==> src/rtl/issue_scheduler_pkg.sv <==
// Shared types and constants for the dual-issue scheduler.
// Holds the load-type sentinel, FSM encodings and scoreboard entry.
package issue_scheduler_pkg;

  localparam int RF_ADDR_WIDTH = 5;
  localparam int LD_TYPE_WIDTH = 3;
  localparam int DIV_LAT_DEF   = 8;
  localparam int CNT_W         = 4;

  localparam logic [LD_TYPE_WIDTH-1:0] LD_XXX = '0;

  typedef enum logic {
    SCHED_RUN   = 1'b0,
    SCHED_SPLIT = 1'b1
  } sched_state_e;

  typedef struct packed {
    logic                     valid;
    logic [RF_ADDR_WIDTH-1:0] rd;
  } sb_entry_t;

  // x0 is hardwired, so it never carries a dependency.
  function automatic logic src_match(
    input logic [RF_ADDR_WIDTH-1:0] a,
    input logic [RF_ADDR_WIDTH-1:0] b
  );
    return (a != '0) && (a == b);
  endfunction

endpackage

==> src/rtl/issue_scheduler_if.sv <==
// Decode-pair to scheduler bundle: flush, two decoded slots, issue/stall.
// master = decode side, slave = scheduler.
interface issue_scheduler_if;
  import issue_scheduler_pkg::*;

  logic                     Flush;
  logic                     Decode_Valid_0;
  logic                     Decode_Valid_1;
  logic [RF_ADDR_WIDTH-1:0] Decode_Rs1Addr_0;
  logic [RF_ADDR_WIDTH-1:0] Decode_Rs1Addr_1;
  logic [RF_ADDR_WIDTH-1:0] Decode_Rs2Addr_0;
  logic [RF_ADDR_WIDTH-1:0] Decode_Rs2Addr_1;
  logic [RF_ADDR_WIDTH-1:0] Decode_RdAddr_0;
  logic [RF_ADDR_WIDTH-1:0] Decode_RdAddr_1;
  logic                     Decode_RdWrtEn_0;
  logic                     Decode_RdWrtEn_1;
  logic [LD_TYPE_WIDTH-1:0] Decode_LdType_0;
  logic [LD_TYPE_WIDTH-1:0] Decode_LdType_1;
  logic                     Decode_MemEn_0;
  logic                     Decode_MemEn_1;
  logic                     Decode_MulDiv_0;
  logic                     Decode_MulDiv_1;
  logic                     Sched_Issue_0;
  logic                     Sched_Issue_1;
  logic                     Sched_StallReq;
  logic                     Sched_Split;
  logic                     Sched_DivBusy;

  modport master (
    output Flush,
    output Decode_Valid_0, Decode_Valid_1,
    output Decode_Rs1Addr_0, Decode_Rs1Addr_1,
    output Decode_Rs2Addr_0, Decode_Rs2Addr_1,
    output Decode_RdAddr_0, Decode_RdAddr_1,
    output Decode_RdWrtEn_0, Decode_RdWrtEn_1,
    output Decode_LdType_0, Decode_LdType_1,
    output Decode_MemEn_0, Decode_MemEn_1,
    output Decode_MulDiv_0, Decode_MulDiv_1,
    input  Sched_Issue_0, Sched_Issue_1,
    input  Sched_StallReq, Sched_Split, Sched_DivBusy
  );

  modport slave (
    input  Flush,
    input  Decode_Valid_0, Decode_Valid_1,
    input  Decode_Rs1Addr_0, Decode_Rs1Addr_1,
    input  Decode_Rs2Addr_0, Decode_Rs2Addr_1,
    input  Decode_RdAddr_0, Decode_RdAddr_1,
    input  Decode_RdWrtEn_0, Decode_RdWrtEn_1,
    input  Decode_LdType_0, Decode_LdType_1,
    input  Decode_MemEn_0, Decode_MemEn_1,
    input  Decode_MulDiv_0, Decode_MulDiv_1,
    output Sched_Issue_0, Sched_Issue_1,
    output Sched_StallReq, Sched_Split, Sched_DivBusy
  );

endinterface

==> src/rtl/ld_use_check.sv <==
// Load-use check for one slot against the two-entry load scoreboard.
// Ports: rs1_i/rs2_i sources, sb0_i/sb1_i entries, hit_o dependency.
module ld_use_check
  import issue_scheduler_pkg::*;
(
  input  logic [RF_ADDR_WIDTH-1:0] rs1_i,
  input  logic [RF_ADDR_WIDTH-1:0] rs2_i,
  input  sb_entry_t                sb0_i,
  input  sb_entry_t                sb1_i,
  output logic                     hit_o
);

  logic h0, h1;

  assign h0 = sb0_i.valid &
              (src_match(rs1_i, sb0_i.rd) |
               src_match(rs2_i, sb0_i.rd));
  assign h1 = sb1_i.valid &
              (src_match(rs1_i, sb1_i.rd) |
               src_match(rs2_i, sb1_i.rd));
  assign hit_o = h0 | h1;

endmodule

==> src/rtl/issue_scheduler.sv <==
// Dual-issue scheduler: load-use, mul/div and intra-pair hazards.
// Ports: clk, rst_n (sync, active-high), sif (slave bundle).
module issue_scheduler
  import issue_scheduler_pkg::*;
#(
  parameter int DIV_LAT = DIV_LAT_DEF
) (
  input  logic               clk,
  input  logic               rst_n,
  issue_scheduler_if.slave   sif
);

  sched_state_e     state_q, state_d;
  sb_entry_t        sb0_q, sb0_d;
  sb_entry_t        sb1_q, sb1_d;
  logic [CNT_W-1:0] cnt_q, cnt_d;
  logic             rel_q;

  logic hit0, hit1;
  logic busy, quiet;
  logic div0, div1, raw, pair;
  logic haz0, haz1_ld, haz1;
  logic iss0, iss1, stall;
  logic md_iss;

  ld_use_check u_chk0 (
    .rs1_i (sif.Decode_Rs1Addr_0),
    .rs2_i (sif.Decode_Rs2Addr_0),
    .sb0_i (sb0_q),
    .sb1_i (sb1_q),
    .hit_o (hit0)
  );

  ld_use_check u_chk1 (
    .rs1_i (sif.Decode_Rs1Addr_1),
    .rs2_i (sif.Decode_Rs2Addr_1),
    .sb0_i (sb0_q),
    .sb1_i (sb1_q),
    .hit_o (hit1)
  );

  // Outputs stay silent during reset and the first cycle after it.
  assign quiet = rst_n | rel_q;
  assign busy  = (cnt_q != '0);

  always_comb begin
    div0 = sif.Decode_MulDiv_0 & busy;
    div1 = sif.Decode_MulDiv_1 & busy;
    raw  = sif.Decode_RdWrtEn_0 &
           (src_match(sif.Decode_Rs1Addr_1, sif.Decode_RdAddr_0) |
            src_match(sif.Decode_Rs2Addr_1, sif.Decode_RdAddr_0));
    // An empty slot 0 cannot conflict with slot 1.
    pair = sif.Decode_Valid_0 &
           (raw |
            (sif.Decode_MemEn_0 & sif.Decode_MemEn_1) |
            (sif.Decode_MulDiv_0 & sif.Decode_MulDiv_1));
    haz0    = hit0 | div0;
    haz1_ld = hit1 | div1;
    haz1    = haz1_ld | pair;

    iss0    = 1'b0;
    iss1    = 1'b0;
    stall   = 1'b0;
    state_d = state_q;

    if (sif.Flush) begin
      state_d = SCHED_RUN;
    end else if (!quiet) begin
      unique case (state_q)
        SCHED_RUN: begin
          if (sif.Decode_Valid_0 & haz0) begin
            stall = 1'b1;
          end else if (sif.Decode_Valid_1 & haz1) begin
            iss0    = sif.Decode_Valid_0;
            stall   = 1'b1;
            state_d = SCHED_SPLIT;
          end else begin
            iss0 = sif.Decode_Valid_0;
            iss1 = sif.Decode_Valid_1;
          end
        end
        SCHED_SPLIT: begin
          // Slot 0 already left; only slot 1 vs older ops matters.
          if (sif.Decode_Valid_1 & haz1_ld) begin
            stall = 1'b1;
          end else begin
            iss1    = sif.Decode_Valid_1;
            state_d = SCHED_RUN;
          end
        end
        default: state_d = SCHED_RUN;
      endcase
    end

    sb0_d.valid = iss0 & sif.Decode_RdWrtEn_0 &
                  (sif.Decode_LdType_0 != LD_XXX);
    sb0_d.rd    = sif.Decode_RdAddr_0;
    sb1_d.valid = iss1 & sif.Decode_RdWrtEn_1 &
                  (sif.Decode_LdType_1 != LD_XXX);
    sb1_d.rd    = sif.Decode_RdAddr_1;

    md_iss = (iss0 & sif.Decode_MulDiv_0) |
             (iss1 & sif.Decode_MulDiv_1);
    if (md_iss)
      cnt_d = CNT_W'(DIV_LAT - 1);
    else if (busy)
      cnt_d = cnt_q - 1'b1;
    else
      cnt_d = cnt_q;
  end

  always_ff @(posedge clk) begin
    if (rst_n) begin
      state_q <= SCHED_RUN;
      sb0_q   <= '0;
      sb1_q   <= '0;
      cnt_q   <= '0;
      rel_q   <= 1'b1;
    end else begin
      state_q <= state_d;
      sb0_q   <= sb0_d;
      sb1_q   <= sb1_d;
      cnt_q   <= cnt_d;
      rel_q   <= 1'b0;
    end
  end

  assign sif.Sched_Issue_0  = iss0;
  assign sif.Sched_Issue_1  = iss1;
  assign sif.Sched_StallReq = stall;
  assign sif.Sched_Split    = ~rst_n & (state_q == SCHED_SPLIT);
  assign sif.Sched_DivBusy  = ~rst_n & busy;

endmodule

==> src/flat_wrapper.sv <==
// flat-port wrapper written by rule: the top's interface ports become plain ports
module issue_scheduler_flat import issue_scheduler_pkg::*;
#(
  parameter int DIV_LAT = DIV_LAT_DEF
)
  (clk, rst_n, sif_Flush, sif_Decode_Valid_0, sif_Decode_Valid_1, sif_Decode_Rs1Addr_0, sif_Decode_Rs1Addr_1, sif_Decode_Rs2Addr_0, sif_Decode_Rs2Addr_1, sif_Decode_RdAddr_0, sif_Decode_RdAddr_1, sif_Decode_RdWrtEn_0, sif_Decode_RdWrtEn_1, sif_Decode_LdType_0, sif_Decode_LdType_1, sif_Decode_MemEn_0, sif_Decode_MemEn_1, sif_Decode_MulDiv_0, sif_Decode_MulDiv_1, sif_Sched_Issue_0, sif_Sched_Issue_1, sif_Sched_StallReq, sif_Sched_Split, sif_Sched_DivBusy);
  issue_scheduler_if sif_i ();
  input  logic clk;
  input  logic rst_n;
  input wire logic [$bits(sif_i.Flush)-1:0] sif_Flush;
  input wire logic [$bits(sif_i.Decode_Valid_0)-1:0] sif_Decode_Valid_0;
  input wire logic [$bits(sif_i.Decode_Valid_1)-1:0] sif_Decode_Valid_1;
  input wire logic [$bits(sif_i.Decode_Rs1Addr_0)-1:0] sif_Decode_Rs1Addr_0;
  input wire logic [$bits(sif_i.Decode_Rs1Addr_1)-1:0] sif_Decode_Rs1Addr_1;
  input wire logic [$bits(sif_i.Decode_Rs2Addr_0)-1:0] sif_Decode_Rs2Addr_0;
  input wire logic [$bits(sif_i.Decode_Rs2Addr_1)-1:0] sif_Decode_Rs2Addr_1;
  input wire logic [$bits(sif_i.Decode_RdAddr_0)-1:0] sif_Decode_RdAddr_0;
  input wire logic [$bits(sif_i.Decode_RdAddr_1)-1:0] sif_Decode_RdAddr_1;
  input wire logic [$bits(sif_i.Decode_RdWrtEn_0)-1:0] sif_Decode_RdWrtEn_0;
  input wire logic [$bits(sif_i.Decode_RdWrtEn_1)-1:0] sif_Decode_RdWrtEn_1;
  input wire logic [$bits(sif_i.Decode_LdType_0)-1:0] sif_Decode_LdType_0;
  input wire logic [$bits(sif_i.Decode_LdType_1)-1:0] sif_Decode_LdType_1;
  input wire logic [$bits(sif_i.Decode_MemEn_0)-1:0] sif_Decode_MemEn_0;
  input wire logic [$bits(sif_i.Decode_MemEn_1)-1:0] sif_Decode_MemEn_1;
  input wire logic [$bits(sif_i.Decode_MulDiv_0)-1:0] sif_Decode_MulDiv_0;
  input wire logic [$bits(sif_i.Decode_MulDiv_1)-1:0] sif_Decode_MulDiv_1;
  output wire logic [$bits(sif_i.Sched_Issue_0)-1:0] sif_Sched_Issue_0;
  output wire logic [$bits(sif_i.Sched_Issue_1)-1:0] sif_Sched_Issue_1;
  output wire logic [$bits(sif_i.Sched_StallReq)-1:0] sif_Sched_StallReq;
  output wire logic [$bits(sif_i.Sched_Split)-1:0] sif_Sched_Split;
  output wire logic [$bits(sif_i.Sched_DivBusy)-1:0] sif_Sched_DivBusy;
  assign sif_i.Flush = sif_Flush;
  assign sif_i.Decode_Valid_0 = sif_Decode_Valid_0;
  assign sif_i.Decode_Valid_1 = sif_Decode_Valid_1;
  assign sif_i.Decode_Rs1Addr_0 = sif_Decode_Rs1Addr_0;
  assign sif_i.Decode_Rs1Addr_1 = sif_Decode_Rs1Addr_1;
  assign sif_i.Decode_Rs2Addr_0 = sif_Decode_Rs2Addr_0;
  assign sif_i.Decode_Rs2Addr_1 = sif_Decode_Rs2Addr_1;
  assign sif_i.Decode_RdAddr_0 = sif_Decode_RdAddr_0;
  assign sif_i.Decode_RdAddr_1 = sif_Decode_RdAddr_1;
  assign sif_i.Decode_RdWrtEn_0 = sif_Decode_RdWrtEn_0;
  assign sif_i.Decode_RdWrtEn_1 = sif_Decode_RdWrtEn_1;
  assign sif_i.Decode_LdType_0 = sif_Decode_LdType_0;
  assign sif_i.Decode_LdType_1 = sif_Decode_LdType_1;
  assign sif_i.Decode_MemEn_0 = sif_Decode_MemEn_0;
  assign sif_i.Decode_MemEn_1 = sif_Decode_MemEn_1;
  assign sif_i.Decode_MulDiv_0 = sif_Decode_MulDiv_0;
  assign sif_i.Decode_MulDiv_1 = sif_Decode_MulDiv_1;
  assign sif_Sched_Issue_0 = sif_i.Sched_Issue_0;
  assign sif_Sched_Issue_1 = sif_i.Sched_Issue_1;
  assign sif_Sched_StallReq = sif_i.Sched_StallReq;
  assign sif_Sched_Split = sif_i.Sched_Split;
  assign sif_Sched_DivBusy = sif_i.Sched_DivBusy;
  issue_scheduler #(.DIV_LAT(DIV_LAT)) u_core (.clk(clk), .rst_n(rst_n), .sif(sif_i));
endmodule
==> config.mk <==
export PLATFORM = sky130hd
export DESIGN_NAME = issue_scheduler_flat
export DESIGN_NICKNAME = d
export VERILOG_FILES = /design/src/rtl/issue_scheduler_pkg.sv /design/src/rtl/issue_scheduler_if.sv /design/src/rtl/ld_use_check.sv /design/src/rtl/issue_scheduler.sv /design/src/flat_wrapper.sv
export SDC_FILE = /design/constraint.sdc
export NUM_CORES = 1
export LEC_CHECK = 0
export ABC_AREA = 0
export CAP_MARGIN = 25
export CORE_UTILIZATION = 49
export CTS_BUF_LIST = sky130_fd_sc_hd__clkbuf_2
export DETAILED_ROUTE_END_ITERATION = 8
export PLACE_DENSITY = 0.95
export SLEW_MARGIN = 25
export SYNTH_ARGS = -nofsm -noshare
export SYNTH_HDL_FRONTEND = slang
export SYNTH_SLANG_ARGS = --single-unit
==> constraint.sdc <==
create_clock -name clk -period 6.6 [get_ports clk]
set_input_delay 1.65 -clock clk [delete_from_list [all_inputs] [get_ports clk]]
set_output_delay 1.65 -clock clk [all_outputs]
set_load 0.005 [all_outputs]
==> Word level (Yosys, flattened, before mapping) <==
Index checks and enable logic that the tools add are counted.
W data, S select, Z words.
{ "word_totals": {"register_bits": 18, "latchBits": 0, "ramBits": 0, "mem_bits_ro": 0, "input_bits": 47, "elab_cells": 97, "mem_count": 0} }
{ "op_classes": {"add_sub_neg": 1, "n_mul": 0, "div_mod_pow": 0, "magnitude_cmp": 0, "eq_ne": 10, "shift": 0, "muxes": 21, "bitwise": 37, "reduce_logical": 20} }
{ "ops": {"columns": ["cell", "count"], "rows": [
  ["$eq A5 B5 Y1", 10],
  ["$and A1 B1 Y1", 21],
  ["$reduce_bool A5 Y1", 4],
  ["$mux W1", 16],
  ["$or A1 B1 Y1", 14],
  ["$logic_and A1 B1 Y1", 10],
  ["$mux W3", 2],
  ["$pmux W1 S2", 3],
  ["$reduce_bool A3 Y1", 2],
  ["$reduce_bool A4 Y1", 1],
  ["$reduce_or A2 Y1", 2],
  ["$sub A4 B1 Y4 const B", 1],
  ["$not A1 Y1", 2],
  ["$reduce_bool A2 Y1", 1]
]} }

==> Logic depth before layout (Yosys ltp) <==
Gate-level depths: netlist (run 1).
{ "logic_depth": {"ltp_word": 17, "mapped_depth": 8} }

==> Cells and area by module <==
From an unflattened synthesis (run 1), not the netlist that was laid out.
{ "hier_totals": {"hier_cells": 172, "hier_area_um2": 1415.1} }
{ "modules_own_cells": {"columns": ["mod", "n_inst", "cells_per_inst", "area_per_inst_um2", "seq_area_each_um2"], "rows": [
  ["issue_scheduler", 1, 102, 897.1, 360.3],
  ["ld_use_check", 2, 35, 259.0, 0.0]
]} }

==> Worst setup path before layout (run 1) <==
No wires, ideal clock.
{ "synth_timing": {"kind": "input-to-output", "start": "input sif_Decode_Rs1Addr_1[0]", "end": "output sif_Sched_StallReq", "arrival_ns": 3.047, "path_slack_ns": 1.903, "cell_stages": 7, "path_cell_list": "or4_1 -> nor2_1 -> nor4_1 -> o21ai_0 -> nand3_1 -> o21a_1 -> o21a_1"} }
{ "synth_via": {"elab_chain_cells": 14, "word_cells_on_any_way": 27, "cone_classes": "eq/ne: 3; mux: 6; bitwise: 14; reduce/logical: 4"} }
{ "synth_rtl": {"columns": ["item", "line", "rtl"], "rows": [
  ["start: declaration", "flat_wrapper.sv:14", "input wire logic [$bits(sif_i.Decode_Rs1Addr_1)-1:0] sif_Decode_Rs1Addr_1;"],
  ["$eq A5 B5 Y1 or $reduce_bool A5 Y1 (tied branches)", "issue_scheduler_pkg.sv:27", "return (a != '0) && (a == b);"],
  ["$logic_and A1 B1 Y1", "issue_scheduler_pkg.sv:27", null],
  ["$or A1 B1 Y1", "issue_scheduler.sv:50", "(src_match(sif.Decode_Rs1Addr_1, sif.Decode_RdAddr_0) |"],
  ["$and A1 B1 Y1", "issue_scheduler.sv:49", "raw = sif.Decode_RdWrtEn_0 &"],
  ["$or A1 B1 Y1", "issue_scheduler.sv:54", "(raw |"],
  ["$or A1 B1 Y1", "issue_scheduler.sv:55", "(sif.Decode_MemEn_0 & sif.Decode_MemEn_1) |"],
  ["$and A1 B1 Y1", "issue_scheduler.sv:53", "pair = sif.Decode_Valid_0 &"],
  ["$or A1 B1 Y1", "issue_scheduler.sv:59", "haz1 = haz1_ld | pair;"],
  ["$and A1 B1 Y1", "issue_scheduler.sv:73", "end else if (sif.Decode_Valid_1 & haz1) begin"],
  ["$mux W1", "issue_scheduler.sv:73", null],
  ["$mux W1", "issue_scheduler.sv:71", "if (sif.Decode_Valid_0 & haz0) begin"],
  ["$pmux W1 S2 (*)", "issue_scheduler.sv:69", "unique case (state_q)"],
  ["$mux W1 (*)", "issue_scheduler.sv:68", "end else if (!quiet) begin"],
  ["$mux W1 (*)", "issue_scheduler.sv:66", "if (sif.Flush) begin"],
  ["end: declaration", "flat_wrapper.sv:29", "output wire logic [$bits(sif_i.Sched_StallReq)-1:0] sif_Sched_StallReq;"]
]} }
Every way passes the cells marked *; elsewhere a longest branch is shown, timed or not.

==> Worst setup path after layout (run 1) <==
{ "layout_timing": {"start": "input sif_Decode_Rs1Addr_1[0]", "end": "output sif_Sched_Issue_1"} }
{ "layout_via": {"elab_chain_cells": 14, "word_cells_on_any_way": 27, "cone_classes": "eq/ne: 3; mux: 6; bitwise: 14; reduce/logical: 4"} }
{ "layout_rtl": {"columns": ["item", "line", "rtl"], "rows": [
  ["$eq A5 B5 Y1 or $reduce_bool A5 Y1 (tied branches)", "issue_scheduler_pkg.sv:27", null],
  ["$logic_and A1 B1 Y1", "issue_scheduler_pkg.sv:27", null],
  ["$or A1 B1 Y1", "issue_scheduler.sv:50", null],
  ["$and A1 B1 Y1", "issue_scheduler.sv:49", null],
  ["$or A1 B1 Y1", "issue_scheduler.sv:54", null],
  ["$or A1 B1 Y1", "issue_scheduler.sv:55", null],
  ["$and A1 B1 Y1", "issue_scheduler.sv:53", null],
  ["$or A1 B1 Y1", "issue_scheduler.sv:59", null],
  ["$and A1 B1 Y1", "issue_scheduler.sv:73", null],
  ["$mux W1", "issue_scheduler.sv:73", null],
  ["$mux W1", "issue_scheduler.sv:71", null],
  ["$pmux W1 S2 (*)", "issue_scheduler.sv:69", null],
  ["$mux W1 (*)", "issue_scheduler.sv:68", null],
  ["$mux W1 (*)", "issue_scheduler.sv:66", null],
  ["end: declaration", "flat_wrapper.sv:28", "output wire logic [$bits(sif_i.Sched_Issue_1)-1:0] sif_Sched_Issue_1;"]
]} }
Marked as above.

==> flow_metrics.env, run 1 <==
export IMPL_firstDrtPassIters=4
export IMPL_critPathMaxFanout=5
export IMPL_finalHoldViolations=0
export IMPL_yosys_most_used_dff="dfxtp_1"
export IMPL_fp_row_count=18
export IMPL_antenna_found_initial=0
export IMPL_syn_cell_area_um2=1380
export IMPL_htree_levels=1
export IMPL_cp_start_kind="input pin"
export IMPL_antenna_cells=0
export IMPL_cts_buffers=3
export IMPL_fp_dieH_um=55.1
export IMPL_avgRoutedWirePerCell_um=15.5
export IMPL_hold_buffers=0
export IMPL_routabilityCongestion=1.01
export IMPL_dieArea_um2=3040
export IMPL_grt_max_degree=20
export IMPL_clock_path_buffers=2
export IMPL_ys_warn_count=0
export IMPL_leakage_uw=0.000696
export IMPL_crit_required_ps=4950
export IMPL_worst_clock_skew_ps=4.54
export IMPL_ys_async_sr_fraction=0
export IMPL_synth_nets=204
export IMPL_finalWirelength_um=3690
export IMPL_path_class="in -> out"
export IMPL_synth_seq_cells=18
export IMPL_p_comb_frac=0.468
export IMPL_hpwlAfterDp_um=3060
export IMPL_power_density_nw_per_um2=179
export IMPL_core_area_um2=2570
export IMPL_clk_pin_slew_ps=170
export IMPL_drtIter0Drc=20
export IMPL_period_minus_slack_ps=5830
export IMPL_post_cts_buffers=0
export IMPL_status="completed"
export IMPL_peakVddDrop_uv=189
export IMPL_nNetsFinal=257
export IMPL_slew_violations=0
export IMPL_synth_edf_count=0
export IMPL_rsz0062_at_grt="no"
export IMPL_drive_gt1_frac=0.0625
export IMPL_place_port_buffers=51
export IMPL_worstMarginPinSlew_ps=553
export IMPL_holdWs_ps=511
export IMPL_p_clk_frac=0.140
export IMPL_tns_ps=0
export IMPL_vias=1344
export IMPL_area_growth_pct=40.5
export IMPL_initial_core_util=0.538
export IMPL_post_drt_via_cell_ratio=5.65
export IMPL_postRouteAntennaNets=0
export IMPL_pre_cts_ws_ps=772
export IMPL_endpoint_kind="output pin"
export IMPL_finalCritPeriodShare=0.884
export IMPL_intPower_uw=226
export IMPL_cts_sinks=18
export IMPL_p_switching_uw=121
export IMPL_fmax_ghz=0.171
export IMPL_grt_overflow=0
export IMPL_p_seq_frac=0.392
export IMPL_swShare=0.349
export IMPL_avgSynthCellArea_um2=8.86
export IMPL_cts_tree="built"
export IMPL_first_global_vias=1441
export IMPL_setup_violations=0
export IMPL_critPathArrivalTime_ps=4180
export IMPL_cts_root_buf="clkbuf_2"
export IMPL_postLayoutSetupSlackWorst_ps=766
export IMPL_clock_insertion_delay_worst_skew_ps=310
export IMPL_synth_seq_area_share=0.261
export IMPL_syn_inst=156
export IMPL_synth_cell_types=36
export IMPL_relSlewSlack=0.628
export IMPL_drc=0
export IMPL_die_w_um=55.1
export IMPL_grtUsageTotal=0.279
export IMPL_grt_pass1_wl_um=5900
export IMPL_drv_cap=0
export IMPL_ios=52
export IMPL_hp_class="reg -> reg"
export IMPL_ctsResizeCount=0
==> state kept, by name, summed over array words and instances (netlist names) <==
| register | flops |
|---|---|
| u_core.cnt_q | 4 |
| u_core.state_q | 1 |
| u_core.sb0_q | 6 |
| u_core.sb1_q | 6 |
| u_core.rel_q | 1 |
==> cell usage after synthesis, types with 3 or more instances <==
cell type,n,area [µm²]
or4_1,4,30.0
a21o_1,3,22.5
nor2_1,5,18.8
nand4_1,7,43.8
nand3_1,5,25.0
xnor2_1,32,280
xor2_1,20,175
nor3_1,4,20.0
clkbuf_1,4,15.0
dfxtp_1,18,360
nor4_1,8,50.1
nor2b_1,12,75.1
a21oi_1,4,20.0
==> cell type report <==
type                            count  area, µm²
Tap cell                           30       37.5
Clock buffer                        3       15.0
Timing Repair Buffer               52        518
Fill cell                         192        626
Sequential cell                    18        360
Inverter                            2       7.51
Multi-Input combinational cell    132       1000
Clock inverter                      1       3.75
==> power groups by stage <==
stage,logic (µW),registers (µW),clock network [µW]
after detailed placement,162,138,0
after CTS,163,136,49.1
final,163,136,48.6
after floorplan,105,133,0
after global routing,181,138,54.3
after global placement,156,137,0
==> cells in the final DEF, fill, tap and decap left out, types with 2 or more instances in the layout <==
master           count
a21o_1               3
a21oi_1              4
a31oi_1              2
clkbuf_2             3
clkdlybuf4s50_1     51
dfxtp_1             18
inv_1                2
nand2_1              2
nand2b_1             2
nand3_1              5
nand3b_1             2
nand4_1              7
nor2_1               5
nor2b_1             12
nor3_1               4
nor4_1               8
o21a_1               2
o21ai_0              2
or4_1                4
xnor2_1             32
xor2_1              20
==> metrics by stage <==
step                      cells  total power [µW]  utilization  area (µm²)
after floorplan             156               238            -        1380
after global placement      234               293        0.749        1920
after detailed placement    234               300        0.749        1920
after CTS                   238               348        0.756        1940
after global routing        238               373        0.756        1940
final                       238               348        0.756        1940
==> routing by layer <==
layer  vias up  wire (µm)  GRT usage
met5         -          0          0
met1       624       1460      0.300
met2        55       1870      0.514
met4         0         90      0.133
met3        12        268     0.0546
li1        653          -          -
==> final timing paths <==
path	startpoint	end	slack (ps)	depth (start not counted)
max	sif_Decode_Rs1Addr_1[0]	sif_Sched_Issue_1	770	8
min	u_core.rel_q$_DFF_P_	u_core.state_q$_SDFFE_PP0N_	510	2
max reg2reg	u_core.cnt_q[0]$_SDFFE_PP0P_	u_core.sb1_q[5]$_SDFF_PP0_	4410	7
min reg2reg	u_core.rel_q$_DFF_P_	u_core.state_q$_SDFFE_PP0N_	510	2
==> cell families after synthesis <==
| logic type | count (synthesis) | synth area share |
|---|---|---|
| AO/OA/AOI/OAI | 18 | 0.0950 |
| adder cells (fa/ha/maj) | 1 | 0.00905 |
| XOR/XNOR | 52 | 0.329 |
| AND/OR/NAND/NOR | 61 | 0.290 |
| flip-flops | 18 | 0.261 |
| buffers and inverters | 6 | 0.0163 |
==> worst max-delay path, cell delays in order <==
cell and delay, ps:
clkdlybuf4s50_1 510, or4_1 540, nor2_1 180, nor4_1 100, nor3_2 190, a31oi_1 160
nor3_4 300, clkdlybuf4s50_1 550
Power figures use the tool's default switching activity.
==> run 2, diff against run 1 <==
CTS_CLUSTER_SIZE = 40   (was unset)
SLEW_MARGIN = 15   (was 25)
==> results of run 2 <==
Final layout, timing and power as in run 1 (identical DEF).
==> run 3, diff against run 2 <==
ABC_AREA = unset   (was 0)
clock period = 6.9 ns   (was 6.6 ns; I/O delays follow)
==> flow_metrics.env, run 3 (synthesis gave the netlist of run 1 again) <==
export IMPL_status="completed"
export IMPL_grt_overflow=0
export IMPL_endpoint_kind="output pin"
export IMPL_peakVddDrop_uv=215
export IMPL_grt_pass1_wl_um=6040
export IMPL_slew_violations=0
export IMPL_power_density_nw_per_um2=173
export IMPL_relSlewSlack=0.559
export IMPL_setup_violations=0
export IMPL_crit_required_ps=5180
export IMPL_die_w_um=55.1
export IMPL_critPathArrivalTime_ps=4260
export IMPL_drtIter0Drc=42
export IMPL_drive_gt1_frac=0.0583
export IMPL_finalCritPeriodShare=0.868
export IMPL_core_area_um2=2570
export IMPL_wl_met3_um=198
export IMPL_min_from="u_core.rel_q$_DFF_P_"
export IMPL_leakage_uw=0.000689
export IMPL_htree_levels=1
export IMPL_dieArea_um2=3040
export IMPL_ios=52
export IMPL_mostFrequentLayoutCell="clkdlybuf4s50_1"
export IMPL_period_minus_slack_ps=5990
export IMPL_p_seq_frac=0.391
export IMPL_tns_ps=0
export IMPL_wl_met1_um=1550
export IMPL_first_global_vias=1423
export IMPL_fillers=185
export IMPL_total_power_uw=333
export IMPL_clock_path_buffers=2
export IMPL_p_clk_frac=0.134
export IMPL_routabilityCongestion=1.01
export IMPL_finalWirelength_um=3750
export IMPL_p_switching_uw=118
export IMPL_grt_max_degree=20
export IMPL_cts_buffers=3
export IMPL_antenna_found_initial=0
export IMPL_nNetsFinal=256
export IMPL_clock_insertion_delay_worst_skew_ps=310
export IMPL_firstDrtPassIters=4
export IMPL_fmax_ghz=0.167
export IMPL_worstMarginPinSlew_ps=659
export IMPL_initial_core_util=0.538
export IMPL_rsz0062_at_grt="no"
export IMPL_vias=1370
export IMPL_routed_wl_met2_um=1880
export IMPL_hpwlAfterDp_um=3130
export IMPL_swShare=0.353
export IMPL_hp_class="reg -> reg"
export IMPL_cts_sinks=18
export IMPL_drv_cap=0
export IMPL_place_port_buffers=51
export IMPL_post_cts_buffers=0
export IMPL_ctsResizeCount=0
export IMPL_avgRoutedWirePerCell_um=15.9
export IMPL_reg_top3="u_core.sb0_q x6, u_core.sb1_q x6, u_core.cnt_q x4"
export IMPL_cts_root_buf="clkbuf_2"
export IMPL_clk_pin_slew_ps=180
export IMPL_path_class="in -> out"
export IMPL_hold_buffers=0
export IMPL_intPower_uw=216
export IMPL_drc=0
export IMPL_post_drt_via_cell_ratio=5.81
export IMPL_critPathMaxFanout=5
export IMPL_layout_common_cells="clkdlybuf4s50_1 (51), xnor2_1 (32), xor2_1 (20)"
export IMPL_cts_tree="built"
export IMPL_r2r_start="u_core.cnt_q[0]$_SDFFE_PP0P_"
export IMPL_fp_dieH_um=55.1
export IMPL_highest_layer="met4"
export IMPL_grtUsageTotal=0.290
export IMPL_p_comb_frac=0.475
export IMPL_crit_start="sif_Decode_Rs1Addr_1[0]"
export IMPL_antenna_cells=0
export IMPL_cp_start_kind="input pin"
export IMPL_worst_clock_skew_ps=15.0
export IMPL_area_growth_pct=39.6
export IMPL_postRouteAntennaNets=0
export IMPL_finalHoldViolations=0
export IMPL_fp_row_count=18
run 3: cell count changes in the layout (fill, tap and decap cells not counted):
cell,change
clkinv_1,-1
buf_4,-1
run 3: power by group through the flow:
stage          Clock, µW  Combinational, µW  Sequential (µW)
2_1_floorplan          0                100              127
3_3_place_gp           0                149              131
3_5_place_dp           0                156              132
4_1_cts             44.7                158              130
6_report            44.5                158              130
5_1_grt             49.4                173              132
run 3: stage by stage:
stage | instances | hold slack (ps) | util | setup slack (ps) | cell area [µm²]
2_1_floorplan | 156 | 461 | - | 2050 | 1380
3_3_place_gp | 233 | 484 | 0.746 | 1010 | 1920
3_5_place_dp | 233 | 491 | 0.746 | 910 | 1920
4_1_cts | 236 | 512 | 0.752 | 915 | 1930
5_1_grt | 236 | 543 | 0.752 | 828 | 1930
6_report | 236 | 515 | 0.752 | 911 | 1930
run 3: layout make-up:
class,instances,area (µm²),area share
clock buffer,3,15.0,0.00778
tap,30,37.5,0.0194
timing repair buffer,51,510,0.264
multi-input combinational,132,1000,0.518
sequential,18,360,0.187
inverter,2,7.51,0.00389
run 3: metal layers:
metal  vias up  track usage
li1        654            -
met1       646        0.334
met2        57        0.524
met3        13       0.0383
met4         0        0.133
met5         -            0
run 3: path summary, 6_finish.rpt:
path / end / slack [ps] / cells past startpoint
setup reg to reg: u_core.sb1_q[5]$_SDFF_PP0_ / 4760 / 7
hold reg to reg: u_core.state_q$_SDFFE_PP0N_ / 510 / 2
setup / recovery: sif_Sched_Issue_1 / 910 / 8
hold / removal: u_core.state_q$_SDFFE_PP0N_ / 510 / 2
run 3: worst max-delay path, cell delays in order:
cell and delay [ps]:
clkdlybuf4s50_1 510, or4_1 550, nor2_1 190, nor4_1 100, nor3_2 190, a31oi_1 150
nor3_4 290, clkdlybuf4s50_1 550
